==> config.mk <==
export PLATFORM = sky130hd
export DESIGN_NAME = apb_pwm_multi
export DESIGN_NICKNAME = d
export VERILOG_FILES = /design/src/rtl/apb_pwm_pkg.sv /design/src/rtl/apb_pwm_multi_channel.sv /design/src/rtl/apb_pwm_multi.sv
export SDC_FILE = /design/constraint.sdc
export NUM_CORES = 1
export LEC_CHECK = 0
export ABC_AREA = 0
export ABC_CLOCK_PERIOD_IN_PS = 3300
export BUFFER_PORTS_ARGS = -buffer_cell sky130_fd_sc_hd__buf_2
export CORE_ASPECT_RATIO = 1.75
export CORE_MARGIN = 2
export CORE_UTILIZATION = 63
export CTS_CLUSTER_SIZE = 40
export DETAILED_ROUTE_END_ITERATION = 10
export PLACE_DENSITY = 0.81
export SETUP_SLACK_MARGIN = 0.5
export SLEW_MARGIN = 20
export SYNTH_ARGS = -nofsm -noshare
export SYNTH_HDL_FRONTEND = slang
export SYNTH_HIERARCHICAL = 1
export SYNTH_SLANG_ARGS = --single-unit
==> constraint.sdc <==
create_clock -name apb_pclk -period 3.3 [get_ports apb_pclk]
set_input_delay 0.66 -clock apb_pclk [delete_from_list [all_inputs] [get_ports apb_pclk]]
set_output_delay 0.66 -clock apb_pclk [all_outputs]
set_load 0.01 [all_outputs]
==> src/rtl/apb_pwm_pkg.sv <==
// +----------------------------------------------------------------------------+
// | apb_pwm_pkg: register map and shared constants for apb_pwm_multi.          |
// | Rev 1.0                                                                    |
// +----------------------------------------------------------------------------+
`default_nettype none

package apb_pwm_pkg;

    localparam int OFF_GEN      = 'h00;
    localparam int OFF_IRQ_STAT = 'h04;
    localparam int OFF_IRQ_MASK = 'h08;

    localparam int CH_BASE      = 'h10;
    localparam int CH_STRIDE    = 'h10;
    localparam int OFF_PERIOD   = 'h0;
    localparam int OFF_DUTY     = 'h4;
    localparam int OFF_CTRL     = 'h8;
    localparam int OFF_CNT      = 'hC;

    localparam int CTRL_POL     = 0;
    localparam int MAX_CH       = 8;

    function automatic int ch_reg_addr(input int ch, input int off);
        return CH_BASE + CH_STRIDE * ch + off;
    endfunction

endpackage

`default_nettype wire

==> src/rtl/apb_pwm_multi_channel.sv <==
// +----------------------------------------------------------------------------+
// | pwm_channel: one PWM counter with shadowed period/duty and wrap pulse.     |
// | Rev 1.0                                                                    |
// +----------------------------------------------------------------------------+
`default_nettype none

module pwm_channel #(
    parameter int CNT_W = 16
) (
    input  logic             apb_pclk,
    input  logic             apb_prstn,
    input  logic             enable,
    input  logic [CNT_W-1:0] period_sh,
    input  logic [CNT_W-1:0] duty_sh,
    input  logic             pol,
    output logic             pwm,
    output logic             wrap,
    output logic [CNT_W-1:0] cnt
);

    logic [CNT_W-1:0] period_a;
    logic [CNT_W-1:0] duty_a;
    logic             run;

    assign wrap = enable & run & (period_a != '0) & (cnt == period_a - CNT_W'(1));

    // The first enabled edge only arms the channel, so phase 0 reaches the pin two edges after GEN.
    always_ff @(posedge apb_pclk or negedge apb_prstn) begin
        if (!apb_prstn) begin
            run      <= 1'b0;
            cnt      <= '0;
            period_a <= '0;
            duty_a   <= '0;
            pwm      <= 1'b0;
        end else begin
            run <= enable;
            if (!enable || !run || (period_a == '0)) begin
                cnt      <= '0;
                period_a <= period_sh;
                duty_a   <= duty_sh;
                pwm      <= pol;
            end else begin
                pwm <= (cnt < duty_a) ^ pol;
                if (wrap) begin
                    cnt      <= '0;
                    period_a <= period_sh;
                    duty_a   <= duty_sh;
                end else begin
                    cnt <= cnt + CNT_W'(1);
                end
            end
        end
    end

endmodule

`default_nettype wire

==> src/rtl/apb_pwm_multi.sv <==
// +----------------------------------------------------------------------------+
// | apb_pwm_multi: multi-channel APB PWM with shadowed period/duty and IRQ.    |
// | Optional IRQ block: define APB_PWM_MULTI_IRQ_EN.   Rev 1.0                 |
// +----------------------------------------------------------------------------+
`default_nettype none

module apb_pwm_multi #(
    parameter int NUM_CH = 4,
    parameter int CNT_W  = 16,
    parameter int ADDR_W = 8,
    parameter int DATA_W = 32
) (
    input  logic              apb_pclk,
    input  logic              apb_prstn,
    input  logic              apb_psel,
    input  logic              apb_penable,
    input  logic              apb_pwrite,
    input  logic [ADDR_W-1:0] apb_paddr,
    input  logic [DATA_W-1:0] apb_pwdata,
    output logic [DATA_W-1:0] apb_prdata,
    output logic              apb_pready,
    output logic              apb_pslverr,
    output logic [NUM_CH-1:0] pwm_o,
    output logic              irq
);
    import apb_pwm_pkg::*;

    logic [NUM_CH-1:0] gen;
    logic [NUM_CH-1:0] pol;
    logic [CNT_W-1:0]  period_sh [NUM_CH];
    logic [CNT_W-1:0]  duty_sh   [NUM_CH];
    logic [CNT_W-1:0]  cnt       [NUM_CH];
    logic [NUM_CH-1:0] wrap;
    logic [NUM_CH-1:0] irq_stat;
    logic [NUM_CH-1:0] irq_mask;

    logic              access;
    logic              wr_en;
    logic              mapped;
    logic [DATA_W-1:0] rdata;
    logic              sel_gen, sel_stat, sel_mask;
    logic [NUM_CH-1:0] sel_per, sel_duty, sel_ctrl;

    assign access      = apb_psel & apb_penable;
    assign wr_en       = access & apb_pwrite;
    assign apb_pready  = 1'b1;
    assign apb_prdata  = (access && mapped) ? rdata : '0;
    assign apb_pslverr = access & ~mapped;

    always_comb begin
        mapped   = 1'b0;
        rdata    = '0;
        sel_gen  = 1'b0;
        sel_stat = 1'b0;
        sel_mask = 1'b0;
        sel_per  = '0;
        sel_duty = '0;
        sel_ctrl = '0;
        if (apb_paddr == ADDR_W'(OFF_GEN)) begin
            mapped = 1'b1; sel_gen = 1'b1; rdata = DATA_W'(gen);
        end
        if (apb_paddr == ADDR_W'(OFF_IRQ_STAT)) begin
            mapped = 1'b1; sel_stat = 1'b1; rdata = DATA_W'(irq_stat);
        end
        if (apb_paddr == ADDR_W'(OFF_IRQ_MASK)) begin
            mapped = 1'b1; sel_mask = 1'b1; rdata = DATA_W'(irq_mask);
        end
        for (int i = 0; i < NUM_CH; i++) begin
            if (apb_paddr == ADDR_W'(ch_reg_addr(i, OFF_PERIOD))) begin
                mapped = 1'b1; sel_per[i] = 1'b1; rdata = DATA_W'(period_sh[i]);
            end
            if (apb_paddr == ADDR_W'(ch_reg_addr(i, OFF_DUTY))) begin
                mapped = 1'b1; sel_duty[i] = 1'b1; rdata = DATA_W'(duty_sh[i]);
            end
            if (apb_paddr == ADDR_W'(ch_reg_addr(i, OFF_CTRL))) begin
                mapped = 1'b1; sel_ctrl[i] = 1'b1; rdata = DATA_W'(pol[i]);
            end
            if (apb_paddr == ADDR_W'(ch_reg_addr(i, OFF_CNT))) begin
                mapped = 1'b1; rdata = DATA_W'(cnt[i]);
            end
        end
    end

    always_ff @(posedge apb_pclk or negedge apb_prstn) begin
        if (!apb_prstn) begin
            gen <= '0;
            pol <= '0;
            for (int i = 0; i < NUM_CH; i++) begin
                period_sh[i] <= '0;
                duty_sh[i]   <= '0;
            end
        end else if (wr_en) begin
            if (sel_gen) gen <= apb_pwdata[NUM_CH-1:0];
            for (int i = 0; i < NUM_CH; i++) begin
                if (sel_per[i])  period_sh[i] <= apb_pwdata[CNT_W-1:0];
                if (sel_duty[i]) duty_sh[i]   <= apb_pwdata[CNT_W-1:0];
                if (sel_ctrl[i]) pol[i]       <= apb_pwdata[CTRL_POL];
            end
        end
    end

`ifdef APB_PWM_MULTI_IRQ_EN
    // A wrap on the same edge as a write-1-to-clear keeps the bit set.
    always_ff @(posedge apb_pclk or negedge apb_prstn) begin
        if (!apb_prstn) begin
            irq_stat <= '0;
            irq_mask <= '0;
            irq      <= 1'b0;
        end else begin
            irq_stat <= (irq_stat & ~({NUM_CH{wr_en & sel_stat}} & apb_pwdata[NUM_CH-1:0])) | wrap;
            if (wr_en && sel_mask) irq_mask <= apb_pwdata[NUM_CH-1:0];
            irq <= |(irq_stat & irq_mask);
        end
    end
`else
    assign irq_stat = '0;
    assign irq_mask = '0;
    assign irq      = 1'b0;
`endif

    logic unused_bits;
    assign unused_bits = ^{apb_pwdata, wrap, sel_stat, sel_mask};

    for (genvar i = 0; i < NUM_CH; i++) begin : g_ch
        pwm_channel #(.CNT_W(CNT_W)) u_ch (
            .apb_pclk  (apb_pclk),
            .apb_prstn (apb_prstn),
            .enable    (gen[i]),
            .period_sh (period_sh[i]),
            .duty_sh   (duty_sh[i]),
            .pol       (pol[i]),
            .pwm       (pwm_o[i]),
            .wrap      (wrap[i]),
            .cnt       (cnt[i])
        );
    end

endmodule

`default_nettype wire

* Word-level counts from Yosys, hierarchy flattened *
Index checks and enable logic that the tools add are counted.

word-level totals
  register bits = 336
  input bits = 45
  output and inout bits = 39
  word-level logic and storage cells = 209

operators by class
  add/sub/neg operators = 8
  magnitude comparators = 4
  equality and inequality tests = 22
  muxes and demuxes = 79
  bitwise logic cells = 20
  reduce and logical (&&, ||, !) cells = 43

operators with widths
  kind                                                                    number
  32-bit two-way mux                                                      19
  16-bit two-way mux                                                      24
  16-bit by 1-bit adder with 16-bit output (second input constant)        4
  16-bit equality test                                                    4
  8-bit by 6-bit equality test with 1-bit output (second input constant)  8
  16-bit logical NOT                                                      4
  16-bit less-than comparator                                             4
  16-bit nonzero test                                                     4
  16-bit by 1-bit subtractor with 16-bit output (second input constant)   4
  1-bit two-way mux                                                       35
  8-bit by 5-bit equality test with 1-bit output (second input constant)  4
  8-bit by 7-bit equality test with 1-bit output (second input constant)  4
  2-bit AND reduction                                                     13
  1-bit bitwise AND                                                       15
  8-bit by 3-bit equality test with 1-bit output (second input constant)  1
  8-bit by 4-bit equality test with 1-bit output (second input constant)  1
  1-bit logical NOT                                                       8
  8-bit logical NOT                                                       1
  1-bit logical OR                                                        8
  2-bit nonzero test                                                      4
  4-bit two-way mux                                                       1
  1-bit XOR                                                               4
  1-bit logical AND                                                       1
  1-bit inverter                                                          1

* Depth between registers and ports, before layout *
Gate-level depths: netlist of run 1.

  depth in word-level cells = 22
  gate-level depth with buffers = 13
  mapped depth without buffers = 9

* By module *
Netlist of run 1, hierarchy kept.

modules (own cells, without submodules)
  module                           times used  cells an instance  area each (sq um)  sequential area each (sq um)
  pwm_channel at g_ch[1].u_ch ...  3           276                2907.8             1251.2
  apb_pwm_multi                    1           686                7820.0             3403.3
  pwm_channel at g_ch[0].u_ch      1           284                3064.2             1251.2

* Worst setup path before layout of run 1 *
OpenSTA, ideal clock, no wires.

  path type = flip-flop to flip-flop
  start point = register g_ch[1].u_ch.period_a[7]
  end point = register g_ch[1].u_ch.duty_a[5]
  library setup time = 127 ps
  arrival time = 2923 ps
  required time = 3173 ps
  setup slack = 250 ps
  stages on the path, launching flop included = 11
  buffers on the path = 3
  period minus slack after synthesis = 3050 ps
  path through = dfrtp_1 > or4_1 > buf_2 > or3_1 > or4_1 > a22oi_1 > o2111ai_1 > nand2b_2 > buf_6 > buf_8 > mux2_1

between the ends
  cells in the longest elaborated chain, start to end = 4
  elaborated cells on any way between the ends = 9
  classes of those cells = 1 x add/sub; 1 x eq/ne; 1 x mux; 2 x bitwise; 4 x reduce/logical

RTL lines
  what                                                                                         RTL line                     text
  start, declared                                                                              apb_pwm_multi_channel.sv:21  logic [CNT_W-1:0] period_a;
  start signal, assigned                                                                       apb_pwm_multi_channel.sv:39  period_a <= period_sh;
  start signal, assigned                                                                       apb_pwm_multi_channel.sv:46  period_a <= period_sh;
  16-bit by 1-bit subtractor with 16-bit output / 16-bit nonzero test (equally long branches)  apb_pwm_multi_channel.sv:25  assign wrap = enable & run & (period_a != '0) & (cnt == period_a - CNT_W'(1));
  16-bit equality test / 1-bit bitwise AND (equally long branches)                             apb_pwm_multi_channel.sv:25
  1-bit bitwise AND                                                                            apb_pwm_multi_channel.sv:25
  2-bit nonzero test (no line)                                                                 n/a
  end signal, assigned                                                                         apb_pwm_multi_channel.sv:40  duty_a <= duty_sh;
  end signal, assigned                                                                         apb_pwm_multi_channel.sv:47  duty_a <= duty_sh;
  end, declared                                                                                apb_pwm_multi_channel.sv:22  logic [CNT_W-1:0] duty_a;

Several ways; a longest one is shown, not always the timed one.
A chain may end at the register's enable or synchronous reset.

* Final worst setup path of run 1 *
  start point = input port apb_paddr[1]
  end point = output port apb_prdata[12]

between the ends
  cells in the longest elaborated chain, start to end = 22
  elaborated cells on any way between the ends = 57
  classes of those cells = 18 x eq/ne; 37 x mux; 2 x reduce/logical

RTL lines
  what                  RTL line             text
  start, declared       apb_pwm_multi.sv:18  input logic [ADDR_W-1:0] apb_paddr,
  8-bit logical NOT     apb_pwm_multi.sv:59  if (apb_paddr == ADDR_W'(OFF_GEN)) begin
  1-bit two-way mux     apb_pwm_multi.sv:59
  1-bit two-way mux     apb_pwm_multi.sv:62  if (apb_paddr == ADDR_W'(OFF_IRQ_STAT)) begin
  1-bit two-way mux     apb_pwm_multi.sv:65  if (apb_paddr == ADDR_W'(OFF_IRQ_MASK)) begin
  1-bit two-way mux     apb_pwm_multi.sv:69  if (apb_paddr == ADDR_W'(ch_reg_addr(i, OFF_PERIOD))) begin
  1-bit two-way mux     apb_pwm_multi.sv:72  if (apb_paddr == ADDR_W'(ch_reg_addr(i, OFF_DUTY))) begin
  1-bit two-way mux     apb_pwm_multi.sv:75  if (apb_paddr == ADDR_W'(ch_reg_addr(i, OFF_CTRL))) begin
  1-bit two-way mux     apb_pwm_multi.sv:78  if (apb_paddr == ADDR_W'(ch_reg_addr(i, OFF_CNT))) begin
  [6 not listed]        n/a
  1-bit two-way mux     apb_pwm_multi.sv:75
  1-bit two-way mux     apb_pwm_multi.sv:78
  1-bit two-way mux     apb_pwm_multi.sv:69
  1-bit two-way mux     apb_pwm_multi.sv:72
  1-bit two-way mux     apb_pwm_multi.sv:75
  1-bit two-way mux     apb_pwm_multi.sv:78
  1-bit logical AND     apb_pwm_multi.sv:47  assign apb_prdata = (access && mapped) ? rdata : '0;
  32-bit two-way mux *  apb_pwm_multi.sv:47
  end, declared         apb_pwm_multi.sv:20  output logic [DATA_W-1:0] apb_prdata,

Mark *: on every way between the ends. The rest lies on a longest branch, timed or not.

==> flow_metrics.tcl, run 1 <==
set metrics [dict create \
    cap_violations 0 \
    cp_cell_sequence "buf_12 -> buf_8 -> nor4_4 -> buf_12 -> nand2_8 -> o211ai_1 -> a211oi_4 -> o31ai_4 -> buf_2" \
    crit_path_max_fanout 7 \
    routabilityCongestion 1.07 \
    die_w_um 137 \
    setup_viol 2 \
    status "complete, but fails checks" \
    intPower_mw 7.03 \
    drt_first_pass_iters 8 \
    cp-startpoint "apb_paddr[1]" \
    clkPwrFrac_pct 45.5 \
    crit_path_end_kind "output port" \
    cp.required_ns 2.64 \
    p_leak_nw 12.0 \
    timing.rr.start "g_ch[3].u_ch/period_a[9]" \
    holdBufCountCts 0 \
    die_h_um 237 \
    grt_pass1_vias 16300 \
    sequentialPowerShare_pct 45.9 \
    p_sw_mw 2.17 \
    cts_tree "built" \
    critPathLaunchType "input pin" \
    ir_worst_vdd_v 0.000723 \
    crit_family "compound AO/OA/AOI/OAI gates" \
    final_antenna_net_count 0 \
    n_antenna_cell 0 \
    synthesis.area_um2 19600 \
    fin_ws_ns -0.0419 \
    violations "setup timing" \
    antenna_found_initial 1 \
    clk_pin_slew_worst_paths_ns 0.06 \
    overflow 0 \
    wl_per_cell_um 29.2 \
    wl_mm 71.1 \
    fin_crit_ns 3.34 \
    drc 0 \
    fmax_mhz 299 \
    rows 85 \
    io_buffers 49 \
    root_buffer "clkbuf_16" \
    total_power_mw 9.20 \
    yosys_warnings 6 \
    cts.sinks 336 \
    vias 16700 \
    cp.arrival_ns 2.68 \
    area_growth_pct 26.8 \
    post-place-ws_ns -0.139 \
    period_share_pct 101 \
    combPwrFrac_pct 8.6 \
    grt_first_pass_wirelength_mm 98.5 \
    slew_headroom_pct 46.6 \
    synthCells 1794 \
    finalHoldViolCount 0 \
    io-pin-count 84 \
    crit_buf_inv 4 \
    cts_inserted_buffers 30 \
    rsz0062_at_grt "yes" \
    p_per_area_nw_per_um2 370 \
    critical_path.most_common_cell "buf_12" \
    drive_above_1_share_pct 37.8 \
    dieArea_um2 32600 \
    num-nets-final 2136 \
    core-area_um2 30700 \
    sw_frac_of_total_pct 23.6 \
    htree_levels 1 \
    final_cell_mix "dfrtp_1, buf_4, mux2_2, mux2_4, nor2_1" \
    clk-insertion-delay-late_ns 0.60 \
    layout_commonest_cell "dfrtp_1" \
    drtIter0Drc 1735 \
    path_class "input pin to output port" \
    fin_skew_ns 0.0142 \
    cts_buffer_depth 3 \
    via_per_inst 6.87 \
    grt_max_degree 84 \
    initial_utilization_pct 63.7 \
    maxSlewViolCount 0 \
    tightest_slew_ns 0.798 \
    dp_hpwl_mm 43.3 \
    fin_setup_tns_ns -0.0623 \
    cpPeakStageDelay_ns 0.65 \
    crit_slowest_cell "o211ai_1" \
    hp-class "input pin to asynchronous set/reset pin" \
    syn-mean-instance-area_um2 10.9 \
    grt_usage_pct 40.7 \
]
[final timing paths]
check                                       endpoint  slack (ns)  depth (start not counted)
min reg2reg                         g_ch[0].u_ch/run        0.47                          0
max                                   apb_prdata[12]       -0.04                          9
min                             g_ch[0].u_ch/cnt[12]        0.06                          1
min in group apb_pclk               g_ch[0].u_ch/run        0.47                          0
max in group asynchronous  g_ch[3].u_ch/period_a[10]        2.36                          2
max reg2reg                  g_ch[3].u_ch/duty_a[13]        0.19                         10
[flip-flops by register name, summed over array words and instances (netlist names)]
| signal | count |
|---|---|
| pol | 4 |
| g_ch.u_ch/period_a | 64 |
| g_ch.u_ch/pwm | 4 |
| period_sh | 64 |
| g_ch.u_ch/cnt | 64 |
| gen | 4 |
| g_ch.u_ch/run | 4 |
| g_ch.u_ch/duty_a | 64 |
| duty_sh | 64 |
[cell type report]
class                           count  area (µm²)
Clock buffer                       42         907
Clock inverter                     14         283
Fill cell                        1719        5900
Inverter                           79         297
Multi-Input combinational cell   1281       11400
Sequential cell                   336        8420
Tap cell                          391         489
Timing Repair Buffer              291        3040
[worst register-to-register path: stages (launching register included)]
cell	delay, ns
dfrtp_1	0.39
or4_4	0.54
or3_4	0.38
or4_4	0.48
a22oi_2	0.17
o2111ai_2	0.17
nand2b_4	0.15
buf_6	0.13
buf_12	0.10
buf_16	0.13
mux2_2	0.33
[layer usage]
metal  share of wire, %  vias up  global-route usage [%]
li1                   -     6914                       -
met4                9.6        0                    27.0
met3                9.0      419                    7.08
met5                  0        -                       0
met2                 47     1091                    66.4
met1                 34     8298                    48.9
[power groups by stage]
| stage | logic [mW] | clock network, mW | registers (mW) |
|---|---|---|---|
| 5_1_grt | 0.830 | 4.35 | 4.23 |
| 3_3_place_gp | 0.611 | 0 | 4.29 |
| 3_5_place_dp | 0.624 | 0 | 4.30 |
| 6_report | 0.791 | 4.18 | 4.23 |
| 2_1_floorplan | 0.342 | 0 | 4.27 |
| 4_1_cts | 0.705 | 4.17 | 4.22 |
[through the flow]
stage / std cells / area (µm²) / util [%] / hold WS, ns
after floorplan: 1810 / 19900 / - / 0.364
after global placement: 2254 / 21000 / 68.3 / 0.457
after detailed placement: 2254 / 21000 / 68.3 / 0.462
after CTS: 2385 / 23700 / 77.2 / 0.112
after global routing: 2434 / 24800 / 80.8 / 0.140
final: 2434 / 24800 / 80.8 / 0.0647
[timing repair]
| item | in CTS | in global routing |
|---|---|---|
| pin swaps | 34 | 56 |
| gates resized for setup | 181 | 157 |
| cloned | 14 | 9 |
| setup endpoints to repair | 167 | 191 |
| buffers inserted | 61 | 40 |
Power figures use the tool's default switching activity.
==> run 2: changes to the inputs <==
- CORE_UTILIZATION: 63 -> 62
- PLACE_DENSITY: 0.81 -> 0.8
- SYNTH_HIERARCHICAL: 1 -> default
==> flow_metrics.tcl, run 2 <==
set metrics [dict create \
    synth_flop_cell "dfrtp_1" \
    cap_violations 0 \
    status "finished clean" \
    io-pin-count 84 \
    rsz0062_at_grt "yes" \
    slew_headroom_pct 42.8 \
    seq_area_frac_synth_pct 44.7 \
    wl_per_cell_um 27.0 \
    synth-edff-count 0 \
    n_fill_cell 1747 \
    grt_usage_pct 38.3 \
    final_core_util_pct 79.3 \
    cp_cell_sequence "buf_8 -> or4b_4 -> nor2_4 -> buf_12 -> nand2_4 -> nand2_4 -> o221ai_4 -> a221oi_2 -> buf_4 -> o21ai_2 -> buf_2" \
    dieArea_um2 31800 \
    sequentialPowerShare_pct 47.9 \
    synthesis.area_um2 18800 \
    cpPeakStageDelay_ns 0.62 \
    drtIter0Drc 1206 \
    crit_path_max_fanout 8 \
    synth_cell_type_count 71 \
    core-area_um2 30000 \
    cts_buffer_depth 3 \
    cts_tree "built" \
    p_per_area_nw_per_um2 371 \
    place_area_um2 20200 \
    initial_utilization_pct 62.8 \
    whs_ns 0.479 \
    cts.sinks 336 \
    synth_top_area_share_pct 44.7 \
    setup_viol 0 \
    final_area_um2 23800 \
    holdPathEnd "g_ch[3].u_ch.run" \
    vias 15800 \
    grt_pass1_vias 16000 \
    dp_cells 2228 \
    tightest_slew_ns 0.859 \
    p_sw_mw 2.13 \
    crit_path_end_kind "output port" \
    multi_input_area_um2 11200 \
    drive_above_1_share_pct 38.4 \
    ys_ff_latch 336 \
    cp.required_ns 2.64 \
    layout_commonest_cell "dfrtp_1" \
    antenna_found_initial 2 \
    dp_hpwl_mm 41.0 \
    crit_slowest_cell "or4b_4" \
    synthCells 1769 \
    path_class "input pin to output port" \
    async_flop_share_pct 100 \
    fin_crit_ns 3.29 \
    timing.rr.start "g_ch[1].u_ch.period_a[0]" \
    maxUsedRoutingLayer "met5" \
    cp.arrival_ns 2.63 \
    synthTopCellsByCount "dfrtp_1, mux2_2, nand2_1, nor2_1, inv_1" \
    die_h_um 234 \
    clk_pin_slew_worst_paths_ns 0.07 \
    sw_frac_of_total_pct 24.2 \
    syn-mean-instance-area_um2 10.6 \
    grt_first_pass_wirelength_mm 91.5 \
    fmax_mhz 304 \
    htree_levels 1 \
    drc 0 \
    regToRegSetupSlack_ns 0.18 \
    synth_most_common_cell "dfrtp_1" \
    grt_max_degree 110 \
    overflow 0 \
    maxSlewViolCount 0 \
    min-delay-start "gen[3]" \
    root_buffer "clkbuf_16" \
    ir_worst_vdd_v 0.000511 \
    min_path_cells 0 \
    total_power_mw 8.82 \
    netlist_top_cells_area "dfrtp_1, mux2_2, ha_1, xnor2_1, xor2_1" \
    finalHoldViolCount 0 \
    hp-class "register to register" \
    via_per_inst 6.67 \
    wl_mm 64.1 \
    period_share_pct 99.7 \
    cts_inserted_buffers 31 \
    reg2reg_to "g_ch[1].u_ch.period_a[1]" \
    worstRegToRegCells 8 \
    register_area_um2 8420 \
    final_antenna_net_count 0 \
    io_buffers 49 \
    final_cell_mix "dfrtp_1, mux2_2, buf_4, mux2_4, nand2_1" \
    synth_top_area_cell "dfrtp_1" \
    rows 84 \
    die_w_um 136 \
    combPwrFrac_pct 8.3 \
    dr_wl_met2_mm 31.7 \
    wl_met3_mm 4.34 \
    met1_length_mm 21.7 \
    critPathLaunchType "input pin" \
    stdcell_count 2369 \
    area_growth_pct 26.3 \
    intPower_mw 6.69 \
    routabilityCongestion 1.07 \
    num-nets-final 2071 \
    critical_path.most_common_cell "nand2_4" \
    clkPwrFrac_pct 43.8 \
    p_leak_nw 11.2 \
    drt_first_pass_iters 5 \
    fin_skew_ns 0.0215 \
    clk-insertion-delay-late_ns 0.59 \
    yosys_warnings 0 \
]
==> run 2: layout make-up <==
| type | count | area share, % |
|---|---|---|
| Multi-Input combinational cell | 1271 | 47.1 |
| Antenna cell | 2 | 0.0211 |
| Clock buffer | 40 | 3.66 |
| Inverter | 82 | 1.31 |
| Sequential cell | 336 | 35.5 |
| Timing Repair Buffer | 236 | 9.57 |
| Clock inverter | 15 | 0.869 |
| Tap cell | 387 | 2.04 |
==> run 2: per-layer routing <==
metal,global-route usage (%),up-vias
met5,0,-
li1,-,6691
met3,4.65,368
met2,67.0,926
met1,42.0,7826
met4,29.6,2
==> run 2: worst max-delay path by stage <==
stage                                        start                      end  slack (ns)  cells past startpoint
after floorplan           g_ch[1].u_ch.period_a[0]  g_ch[1].u_ch.duty_a[11]        0.39                      8
after global placement                apb_paddr[4]            apb_prdata[3]       -0.04                      8
after detailed placement              apb_paddr[5]           apb_prdata[15]       -0.04                     12
after CTS                             apb_paddr[6]            apb_prdata[9]        0.04                     10
after global routing                  apb_paddr[7]            apb_prdata[9]       -0.03                     11
final                                 apb_paddr[7]            apb_prdata[9]        0.01                     11
==> run 2: timing repair <==
| item | in CTS | in global routing |
|---|---|---|
| hold buffers | 1 | 0 |
| endpoints found under the setup margin | 191 | 191 |
| pin swaps | 56 | 45 |
| hold endpoints to repair | 42 | 0 |
| setup buffers | 52 | 15 |
| gates resized for setup | 161 | 218 |
| gates cloned | 9 | 7 |
==> run 2: through the flow <==
stage / worst slack (ns) / TNS, ns
after global routing: -0.0325 / -0.0584
after floorplan: 0.393 / 0
after detailed placement: -0.0414 / -0.227
after CTS: 0.0366 / 0
final: 0.00963 / 0
after global placement: -0.0369 / -0.121
==> run 2: worst max-delay path, delay by kind of cell <==
kind / cells / cell delay, ns
AND/OR/NAND/NOR: 4 / 0.91
AO/OA/AOI/OAI: 3 / 0.44
buffers and inverters: 4 / 0.61
==> run 2: cell families (layout without fill, tap and decap cells) <==
| kind of cell | after synthesis | count (layout) | share of synthesized area (%) |
|---|---|---|---|
| adders and majority gates | 68 | 68 | 4.52 |
| muxes | 296 | 296 | 17.6 |
| buffers and inverters | 178 | 373 | 4.18 |
| xor gates and xnor gates | 125 | 125 | 5.82 |
| DFF | 336 | 336 | 44.7 |
| AOI/OAI and AO/OA | 285 | 285 | 9.87 |
| other | 2 | 20 | 0.0399 |
| and+or+nand+nor | 479 | 479 | 13.3 |
==> run 2: power groups by stage <==
| stage | sequential (mW) | clock (mW) | combinational [mW] |
|---|---|---|---|
| finish | 4.22 | 3.86 | 0.736 |
| global route | 4.23 | 4.04 | 0.782 |
| CTS | 4.22 | 3.87 | 0.652 |
| detailed placement | 4.30 | 0 | 0.576 |
| global placement | 4.29 | 0 | 0.561 |
| floorplan | 4.27 | 0 | 0.323 |
